--- config.mk ---
export PLATFORM = sky130hd
export DESIGN_NAME = simple_bus_flat
export DESIGN_NICKNAME = d
export VERILOG_FILES = /design/src/rtl/simple_bus_if.sv /design/src/rtl/simple_bus.sv /design/src/flat_wrapper.sv
export SDC_FILE = /design/constraint.sdc
export NUM_CORES = 1
export LEC_CHECK = 0
export BUFFER_PORTS_ARGS = -buffer_cell sky130_fd_sc_hd__buf_2
export CORE_AREA = 4 4 103 105
export CTS_CLUSTER_DIAMETER = 60
export DETAILED_ROUTE_END_ITERATION = 12
export DIE_AREA = 0 0 107 109
export SYNTH_ARGS = -nofsm -noshare
export SYNTH_HDL_FRONTEND = slang
export SYNTH_SLANG_ARGS = --single-unit
--- constraint.sdc ---
create_clock -name clk_i -period 1.5 [get_ports clk_i]
set_input_delay 0.225 -clock clk_i [delete_from_list [all_inputs] [get_ports clk_i]]
set_output_delay 0.225 -clock clk_i [all_outputs]
set_load 0.005 [all_outputs]
--- src/rtl/simple_bus_if.sv ---
// Signal bundle for simple_bus: host ports, device ports and the address map.
// The "slave" modport is the interconnect's view; "master" is the environment's.
interface simple_bus_if #(
    parameter int NrDevices    = 1,
    parameter int NrHosts      = 1,
    parameter int DataWidth    = 32,
    parameter int AddressWidth = 32
);
    logic                    host_req_i     [NrHosts];
    logic                    host_gnt_o     [NrHosts];
    logic [AddressWidth-1:0] host_addr_i    [NrHosts];
    logic                    host_we_i      [NrHosts];
    logic [DataWidth/8-1:0]  host_be_i      [NrHosts];
    logic [DataWidth-1:0]    host_wdata_i   [NrHosts];
    logic                    host_rvalid_o  [NrHosts];
    logic [DataWidth-1:0]    host_rdata_o   [NrHosts];
    logic                    host_err_o     [NrHosts];

    logic                    device_req_o   [NrDevices];
    logic [AddressWidth-1:0] device_addr_o  [NrDevices];
    logic                    device_we_o    [NrDevices];
    logic [DataWidth/8-1:0]  device_be_o    [NrDevices];
    logic [DataWidth-1:0]    device_wdata_o [NrDevices];
    logic                    device_rvalid_i[NrDevices];
    logic [DataWidth-1:0]    device_rdata_i [NrDevices];
    logic                    device_err_i   [NrDevices];

    logic [AddressWidth-1:0] cfg_device_addr_base [NrDevices];
    logic [AddressWidth-1:0] cfg_device_addr_mask [NrDevices];

    modport slave (
        input  host_req_i, host_addr_i, host_we_i, host_be_i, host_wdata_i,
        output host_gnt_o, host_rvalid_o, host_rdata_o, host_err_o,
        output device_req_o, device_addr_o, device_we_o, device_be_o, device_wdata_o,
        input  device_rvalid_i, device_rdata_i, device_err_i,
        input  cfg_device_addr_base, cfg_device_addr_mask
    );

    modport master (
        output host_req_i, host_addr_i, host_we_i, host_be_i, host_wdata_i,
        input  host_gnt_o, host_rvalid_o, host_rdata_o, host_err_o,
        input  device_req_o, device_addr_o, device_we_o, device_be_o, device_wdata_o,
        output device_rvalid_i, device_rdata_i, device_err_i,
        output cfg_device_addr_base, cfg_device_addr_mask
    );
endinterface

--- src/rtl/simple_bus.sv ---
// Fixed-priority host arbiter + base/mask address decoder, one transaction per cycle.
// Define SIMPLE_BUS_DECERR_EN to flag unmapped accesses with err=1.
module simple_bus_dec #(
    parameter int AW = 32
) (
    input  logic [AW-1:0] addr_i,
    input  logic [AW-1:0] base_i,
    input  logic [AW-1:0] mask_i,
    output logic          hit_o
);
    assign hit_o = (addr_i & mask_i) == base_i;
endmodule

module simple_bus #(
    parameter int NrDevices    = 1,
    parameter int NrHosts      = 1,
    parameter int DataWidth    = 32,
    parameter int AddressWidth = 32
) (
    input  logic         clk_i,
    input  logic         rst_i,
    simple_bus_if.slave  bus
);
`ifdef SIMPLE_BUS_DECERR_EN
    localparam logic DecErr = 1'b1;
`else
    localparam logic DecErr = 1'b0;
`endif

    logic [NrHosts-1:0]      host_oh;
    logic                    host_any;
    logic [AddressWidth-1:0] win_addr;
    logic                    win_we;
    logic [DataWidth/8-1:0]  win_be;
    logic [DataWidth-1:0]    win_wdata;
    logic [NrDevices-1:0]    dev_hit;
    logic [NrDevices-1:0]    dev_oh;
    logic                    dev_any;

    // Response routing state, one-hot so an all-zero host vector means "no transaction".
    logic [NrHosts-1:0]      rsp_host_d, rsp_host_q;
    logic [NrDevices-1:0]    rsp_dev_d, rsp_dev_q;
    logic                    rsp_miss_d, rsp_miss_q;

    logic                    sel_rvalid;
    logic [DataWidth-1:0]    sel_rdata;
    logic                    sel_err;

    always_comb begin
        host_oh  = '0;
        host_any = 1'b0;
        for (int h = 0; h < NrHosts; h++) begin
            if (!host_any && bus.host_req_i[h]) begin
                host_oh[h] = 1'b1;
                host_any   = 1'b1;
            end
        end
    end

    always_comb begin
        win_addr  = '0;
        win_we    = 1'b0;
        win_be    = '0;
        win_wdata = '0;
        for (int h = 0; h < NrHosts; h++) begin
            if (host_oh[h]) begin
                win_addr  = bus.host_addr_i[h];
                win_we    = bus.host_we_i[h];
                win_be    = bus.host_be_i[h];
                win_wdata = bus.host_wdata_i[h];
            end
        end
    end

    for (genvar d = 0; d < NrDevices; d++) begin : g_dec
        simple_bus_dec #(.AW(AddressWidth)) u_dec (
            .addr_i (win_addr),
            .base_i (bus.cfg_device_addr_base[d]),
            .mask_i (bus.cfg_device_addr_mask[d]),
            .hit_o  (dev_hit[d])
        );
    end

    always_comb begin
        dev_oh  = '0;
        dev_any = 1'b0;
        for (int d = 0; d < NrDevices; d++) begin
            if (!dev_any && dev_hit[d]) begin
                dev_oh[d] = 1'b1;
                dev_any   = 1'b1;
            end
        end
    end

    // Request path; reset masks grants and device strobes combinationally.
    always_comb begin
        for (int h = 0; h < NrHosts; h++) begin
            bus.host_gnt_o[h] = host_oh[h] & ~rst_i;
        end
        for (int d = 0; d < NrDevices; d++) begin
            bus.device_req_o[d]   = dev_oh[d] & host_any & ~rst_i;
            bus.device_addr_o[d]  = win_addr;
            bus.device_we_o[d]    = win_we;
            bus.device_be_o[d]    = win_be;
            bus.device_wdata_o[d] = win_wdata;
        end
    end

    always_comb begin
        rsp_host_d = host_oh;
        rsp_dev_d  = dev_oh;
        rsp_miss_d = host_any & ~dev_any;
    end

    always_ff @(posedge clk_i or posedge rst_i) begin
        if (rst_i) begin
            rsp_host_q <= '0;
            rsp_dev_q  <= '0;
            rsp_miss_q <= 1'b0;
        end else begin
            rsp_host_q <= rsp_host_d;
            rsp_dev_q  <= rsp_dev_d;
            rsp_miss_q <= rsp_miss_d;
        end
    end

    always_comb begin
        sel_rvalid = 1'b0;
        sel_rdata  = '0;
        sel_err    = 1'b0;
        for (int d = 0; d < NrDevices; d++) begin
            if (rsp_dev_q[d]) begin
                sel_rvalid = bus.device_rvalid_i[d];
                sel_rdata  = bus.device_rdata_i[d];
                sel_err    = bus.device_err_i[d];
            end
        end
        // Unmapped access: the bus answers on behalf of the missing device.
        if (rsp_miss_q) begin
            sel_rvalid = 1'b1;
            sel_rdata  = '0;
            sel_err    = DecErr;
        end
        for (int h = 0; h < NrHosts; h++) begin
            bus.host_rvalid_o[h] = rsp_host_q[h] & sel_rvalid;
            bus.host_rdata_o[h]  = rsp_host_q[h] ? sel_rdata : '0;
            bus.host_err_o[h]    = rsp_host_q[h] & sel_err;
        end
    end
endmodule

--- src/flat_wrapper.sv ---
// flat-port wrapper written by rule: the top's interface ports become plain ports
module simple_bus_flat 
#(
    parameter int NrDevices    = 1,
    parameter int NrHosts      = 1,
    parameter int DataWidth    = 32,
    parameter int AddressWidth = 32
)
  (clk_i, rst_i, bus_host_req_i, bus_host_addr_i, bus_host_we_i, bus_host_be_i, bus_host_wdata_i, bus_host_gnt_o, bus_host_rvalid_o, bus_host_rdata_o, bus_host_err_o, bus_device_req_o, bus_device_addr_o, bus_device_we_o, bus_device_be_o, bus_device_wdata_o, bus_device_rvalid_i, bus_device_rdata_i, bus_device_err_i, bus_cfg_device_addr_base, bus_cfg_device_addr_mask);
  simple_bus_if #(.NrDevices(NrDevices), .NrHosts(NrHosts), .DataWidth(DataWidth), .AddressWidth(AddressWidth)) bus_i ();
  input  logic clk_i;
  input  logic rst_i;
  input wire logic [$bits(bus_i.host_req_i)-1:0] bus_host_req_i;
  input wire logic [$bits(bus_i.host_addr_i)-1:0] bus_host_addr_i;
  input wire logic [$bits(bus_i.host_we_i)-1:0] bus_host_we_i;
  input wire logic [$bits(bus_i.host_be_i)-1:0] bus_host_be_i;
  input wire logic [$bits(bus_i.host_wdata_i)-1:0] bus_host_wdata_i;
  output wire logic [$bits(bus_i.host_gnt_o)-1:0] bus_host_gnt_o;
  output wire logic [$bits(bus_i.host_rvalid_o)-1:0] bus_host_rvalid_o;
  output wire logic [$bits(bus_i.host_rdata_o)-1:0] bus_host_rdata_o;
  output wire logic [$bits(bus_i.host_err_o)-1:0] bus_host_err_o;
  output wire logic [$bits(bus_i.device_req_o)-1:0] bus_device_req_o;
  output wire logic [$bits(bus_i.device_addr_o)-1:0] bus_device_addr_o;
  output wire logic [$bits(bus_i.device_we_o)-1:0] bus_device_we_o;
  output wire logic [$bits(bus_i.device_be_o)-1:0] bus_device_be_o;
  output wire logic [$bits(bus_i.device_wdata_o)-1:0] bus_device_wdata_o;
  input wire logic [$bits(bus_i.device_rvalid_i)-1:0] bus_device_rvalid_i;
  input wire logic [$bits(bus_i.device_rdata_i)-1:0] bus_device_rdata_i;
  input wire logic [$bits(bus_i.device_err_i)-1:0] bus_device_err_i;
  input wire logic [$bits(bus_i.cfg_device_addr_base)-1:0] bus_cfg_device_addr_base;
  input wire logic [$bits(bus_i.cfg_device_addr_mask)-1:0] bus_cfg_device_addr_mask;
  assign bus_i.host_req_i = {>>{bus_host_req_i}};
  assign bus_i.host_addr_i = {>>{bus_host_addr_i}};
  assign bus_i.host_we_i = {>>{bus_host_we_i}};
  assign bus_i.host_be_i = {>>{bus_host_be_i}};
  assign bus_i.host_wdata_i = {>>{bus_host_wdata_i}};
  assign bus_host_gnt_o = {>>{bus_i.host_gnt_o}};
  assign bus_host_rvalid_o = {>>{bus_i.host_rvalid_o}};
  assign bus_host_rdata_o = {>>{bus_i.host_rdata_o}};
  assign bus_host_err_o = {>>{bus_i.host_err_o}};
  assign bus_device_req_o = {>>{bus_i.device_req_o}};
  assign bus_device_addr_o = {>>{bus_i.device_addr_o}};
  assign bus_device_we_o = {>>{bus_i.device_we_o}};
  assign bus_device_be_o = {>>{bus_i.device_be_o}};
  assign bus_device_wdata_o = {>>{bus_i.device_wdata_o}};
  assign bus_i.device_rvalid_i = {>>{bus_device_rvalid_i}};
  assign bus_i.device_rdata_i = {>>{bus_device_rdata_i}};
  assign bus_i.device_err_i = {>>{bus_device_err_i}};
  assign bus_i.cfg_device_addr_base = {>>{bus_cfg_device_addr_base}};
  assign bus_i.cfg_device_addr_mask = {>>{bus_cfg_device_addr_mask}};
  simple_bus #(.NrDevices(NrDevices), .NrHosts(NrHosts), .DataWidth(DataWidth), .AddressWidth(AddressWidth)) u_core (.clk_i(clk_i), .rst_i(rst_i), .bus(bus_i));
endmodule
Yosys cells after proc, flatten, opt, wreduce, memory -nomap -nowiden
Index checks and enable logic that the tools add are counted.
{"block": "totals", "ff_bits": 3, "in_bits": 170, "output_inout_bits": 105}
{"block": "classes", "n_eq_ne": 1, "n_mux": 13, "bitwise_logic": 9}
{"op": "$mux 32", "count": 5}
{"op": "$and 32x32->32", "count": 1}
{"op": "$eq 32x32->1", "count": 1}
{"op": "$mux 1", "count": 7}
{"op": "$and 1x1->1", "count": 6}
{"op": "$mux 4", "count": 1}
{"op": "$not 1->1", "count": 2}

Depth between registers and ports, before layout
{"block": "logic_depth", "depth_word": 7, "mapped_depth": 6}

Cells and area by module
From an unflattened synthesis, not the netlist that was laid out.
{"block": "unflattened", "hier_cells": 207, "area_unflattened_um2": 1475.2}
{"mod": "simple_bus", "n_inst": 1, "cells_each": 122, "area_per_inst_um2": 877.1, "seq_area_each_um2": 75.1}
{"mod": "simple_bus_dec", "n_inst": 1, "cells_each": 85, "area_per_inst_um2": 598.1, "seq_area_each_um2": 0.0}

Worst setup path before layout
No wires, ideal clock.
{"block": "synth_path", "path_kind": "input port to output port", "start": "input bus_host_req_i", "end": "output bus_device_req_o", "arrival_time_ns": 1.243, "required_ns": 1.275, "path_slack_ns": 0.032, "path_stages": 6, "path_buffers": 1, "path_cell_list": "buf_2 -> nand3_1 -> xnor2_1 -> nor4_1 -> nand4_1 -> nor3b_2"}
{"block": "synth_via", "elab_chain_len": 7}
{"item": "start: declaration", "line_no": "flat_wrapper.sv:13", "source": "input wire logic [$bits(bus_i.host_req_i)-1:0] bus_host_req_i;"}
{"item": "$mux 1 (*)", "line_no": "simple_bus.sv:53", "source": "if (!host_any && bus.host_req_i[h]) begin"}
{"item": "$mux 32", "line_no": "simple_bus.sv:66", "source": "if (host_oh[h]) begin"}
{"item": "$and 32x32->32", "line_no": "simple_bus.sv:11", "source": "assign hit_o = (addr_i & mask_i) == base_i;"}
{"item": "$eq 32x32->1", "line_no": "simple_bus.sv:11"}
{"item": "$mux 1", "line_no": "simple_bus.sv:88", "source": "if (!dev_any && dev_hit[d]) begin"}
{"item": "$and 1x1->1 (*) (2 in series)", "line_no": "simple_bus.sv:101", "source": "bus.device_req_o[d] = dev_oh[d] & host_any & ~rst_i;"}
{"item": "end: declaration", "line_no": "flat_wrapper.sv:22", "source": "output wire logic [$bits(bus_i.device_req_o)-1:0] bus_device_req_o;"}
Every way passes the cells marked *; elsewhere a longest branch is shown, timed or not.

Worst setup path in the final report
Same ends and word-level chain as after synthesis.

==> impl_metrics.env <==
export IMPL_status="finished with violations"
export IMPL_violations="setup timing"
export IMPL_place_congestion=0.7821
export IMPL_synthCells=201
export IMPL_clkPwrFrac_pct=22.4
export IMPL_critPathCaptureType="output port"
export IMPL_yosysWarnings=0
export IMPL_n_fill_cell=1036
export IMPL_dpl_cell_area_um2=3003
export IMPL_die_w_um=107
export IMPL_start_kind="input port"
export IMPL_grt_util_all_layers_pct=12.36
export IMPL_hold_violations=0
export IMPL_max_freq_mhz=525.9
export IMPL_maxSlewHeadroom_pct=81.32
export IMPL_synth_fp_nets=371
export IMPL_finalCritPeriodShare_pct=126.8
export IMPL_pre_cts_ws_ns=-0.6135
export IMPL_crit_fanout=7
export IMPL_p_int_uw=724.6
export IMPL_layout_min_cycle_time_ns=1.902
export IMPL_cts_buffer_depth=2
export IMPL_die_area_um2=11660
export IMPL_antenna_found_initial=0
export IMPL_tightest_slew_ns=0.2782
export IMPL_avgSynthCellArea_um2=6.598
export IMPL_p_sw_uw=346.9
export IMPL_worst_slack_ns=-0.4017
export IMPL_pin_count=275
export IMPL_htreeDepth=1
export IMPL_slew_violations=0
export IMPL_path_class="in -> out"
export IMPL_power_density_nw_per_um2=303.7
export IMPL_required_ns=1.27
export IMPL_finalInstanceArea_um2=3528
export IMPL_initial_core_util_pct=13.76
export IMPL_multi_input_area_um2=1394
export IMPL_antenna_left=0
export IMPL_cts_buffers=3
export IMPL_wl_per_cell_um=13.43
export IMPL_holdCritPathClass="in -> async"
export IMPL_fp_row_count=36
export IMPL_grt_pass1_wl_um=11850
export IMPL_area_growth_pct=166.0
export IMPL_core_area_um2=9639
export IMPL_via_count=2535
export IMPL_die_h_um=109
export IMPL_irDropWorstVdd_v=0.0001760
export IMPL_ys_ff_latch=3
export IMPL_cts_sinks=3
export IMPL_final_util_pct=36.60
export IMPL_ff_latch_area_um2=75.07
export IMPL_p_leak_nw=1.993
export IMPL_io_buffers=274
export IMPL_drive_above_1_share_pct=68.94
export IMPL_p_seq_share_pct=8.0
export IMPL_arrival_ns=1.68
export IMPL_setup_violations=10
export IMPL_grt_pass1_vias=2604
export IMPL_syn_area_um2=1326
export IMPL_clkTransAtPathRegs_ns=0.03
export IMPL_diodes=0
export IMPL_synth_yosys_seq_area_share_pct=5.660
export IMPL_dpl_hpwl_um=7105
export IMPL_synth_distinct_cells=15
export IMPL_cap_violations=0
export IMPL_combinationalPowerShare_pct=69.6
export IMPL_drtIter0Drc=55
export IMPL_wirelength_um=8485
export IMPL_grt_overflow=0
export IMPL_sw_frac_of_total_pct=32.38
export IMPL_grt_max_degree=34
export IMPL_drcViolationCount=0
export IMPL_dr_pass1_iters=3
export IMPL_nNetsFinal=670
export IMPL_cts_root_buf="clkbuf_8"
export IMPL_viasPerCell=4.011
export IMPL_rsz0062_at_grt="true"
export IMPL_cts_tree="built"
layout make-up:
class	instances	share of cell area [%]
clock buffers	4	1.277
repair buffers	308	52.27
inverters	1	0.1064
well taps	133	4.716
flip-flops and latches	3	2.128
multi-input cells	183	39.50
critical path, cell delays in order:
cell     delay [ns]
buf_12         0.11
buf_12         0.13
buf_8          0.11
nand3_2        0.06
xnor2_1        0.14
nor4_2         0.29
nand4_1        0.24
nor3b_2        0.22
buf_2          0.15
what timing repair did:
item	in CTS	in global routing
setup endpoints to repair	4	43
endpoints found under the hold margin	3	0
gates cloned	4	0
hold buffers	1	0
setup buffers	6	5
pin swaps	12	13
gates resized for setup	23	35
sequential cells by signal (all words and copies together), names as in the netlist:
register	flops
u_core.rsp_dev_q	1
u_core.rsp_host_q	1
u_core.rsp_miss_q	1
power by group through the flow:
stage	clock [mW]	combinational (mW)	sequential [mW]
after detailed placement	0	0.609	0.0862
after floorplan	0	0.214	0.0859
after CTS	0.239	0.695	0.0853
after global routing	0.254	0.819	0.0861
after global placement	0	0.603	0.0861
final	0.240	0.746	0.0854
worst paths after layout:
kind                                         startpoint                 to  slack (ns)  depth (start not counted)
setup / recovery                         bus_host_req_i   bus_device_req_o       -0.40                          9
min in group clk_i         bus_cfg_device_addr_base[13]   u_core.rsp_dev_q        0.57                          6
max in group asynchronous                         rst_i   u_core.rsp_dev_q        0.92                          3
hold / removal                                    rst_i  u_core.rsp_miss_q        0.45                          3
synth_stat cells:
master | count | share of area (%)
and2_1 | 102 | 48
nand3_1 | 32 | 12
xnor2_1 | 32 | 21
clkbuf_1 | 11 | 3.1
nor4_1 | 8 | 3.8
buf_2 | 3 | 1.1
dfrtp_1 | 3 | 5.7
nand4_1 | 2 | 0.94
nor2b_1 | 2 | 0.94
a21oi_1 | 1 | 0.38
and3b_1 | 1 | 0.66
inv_1 | 1 | 0.28
nor2_1 | 1 | 0.28
nor3b_2 | 1 | 0.94
o21a_1 | 1 | 0.57
metrics by stage:
step	setup TNS [ns]	total power [mW]	cells	hold WS, ns
floorplan	0	0.2995	201	-0.02136
global placement	-1.527	0.6892	615	0.09805
detailed placement	-1.527	0.6956	615	0.1006
CTS	-1.777	1.019	630	0.4220
global route	-3.158	1.159	632	0.4595
finish	-1.454	1.071	632	0.4507
cell families (layout without fill, tap and decap cells):
family          Yosys count  after routing  synth area share [%]
simple gates            149            149                 67.73
xor+xnor                 32             32                 21.13
flops                     3              3                 5.660
buf+inv                  15            313                 4.528
compound gates            2              2                0.9432
cells in the final DEF (no fill, tap or decap), types with 2 or more instances in the layout:
cell       netlist  layout
bufbuf_16        0       2
nand3_4          0       4
buf_6            0       8
nand3_1         32      17
nor4_1           8       3
buf_4            0      20
xnor2_2          0       6
nand3_2          0      11
and2_1         102      98
and2_4           0       4
buf_2            3     267
nor4_2           0       5
dfrtp_1          3       3
xnor2_1         32      26
buf_8            0       3
buf_12           0       6
nand4_1          2       2
clkbuf_8         0       3
per-layer routing:
metal	wire (um)	global-route usage, %
met5	0	0
met1	2734	12.36
met4	14	1.096
met3	905	2.605
met2	4831	26.57
Note: power is estimated with default switching activity, not from simulation.
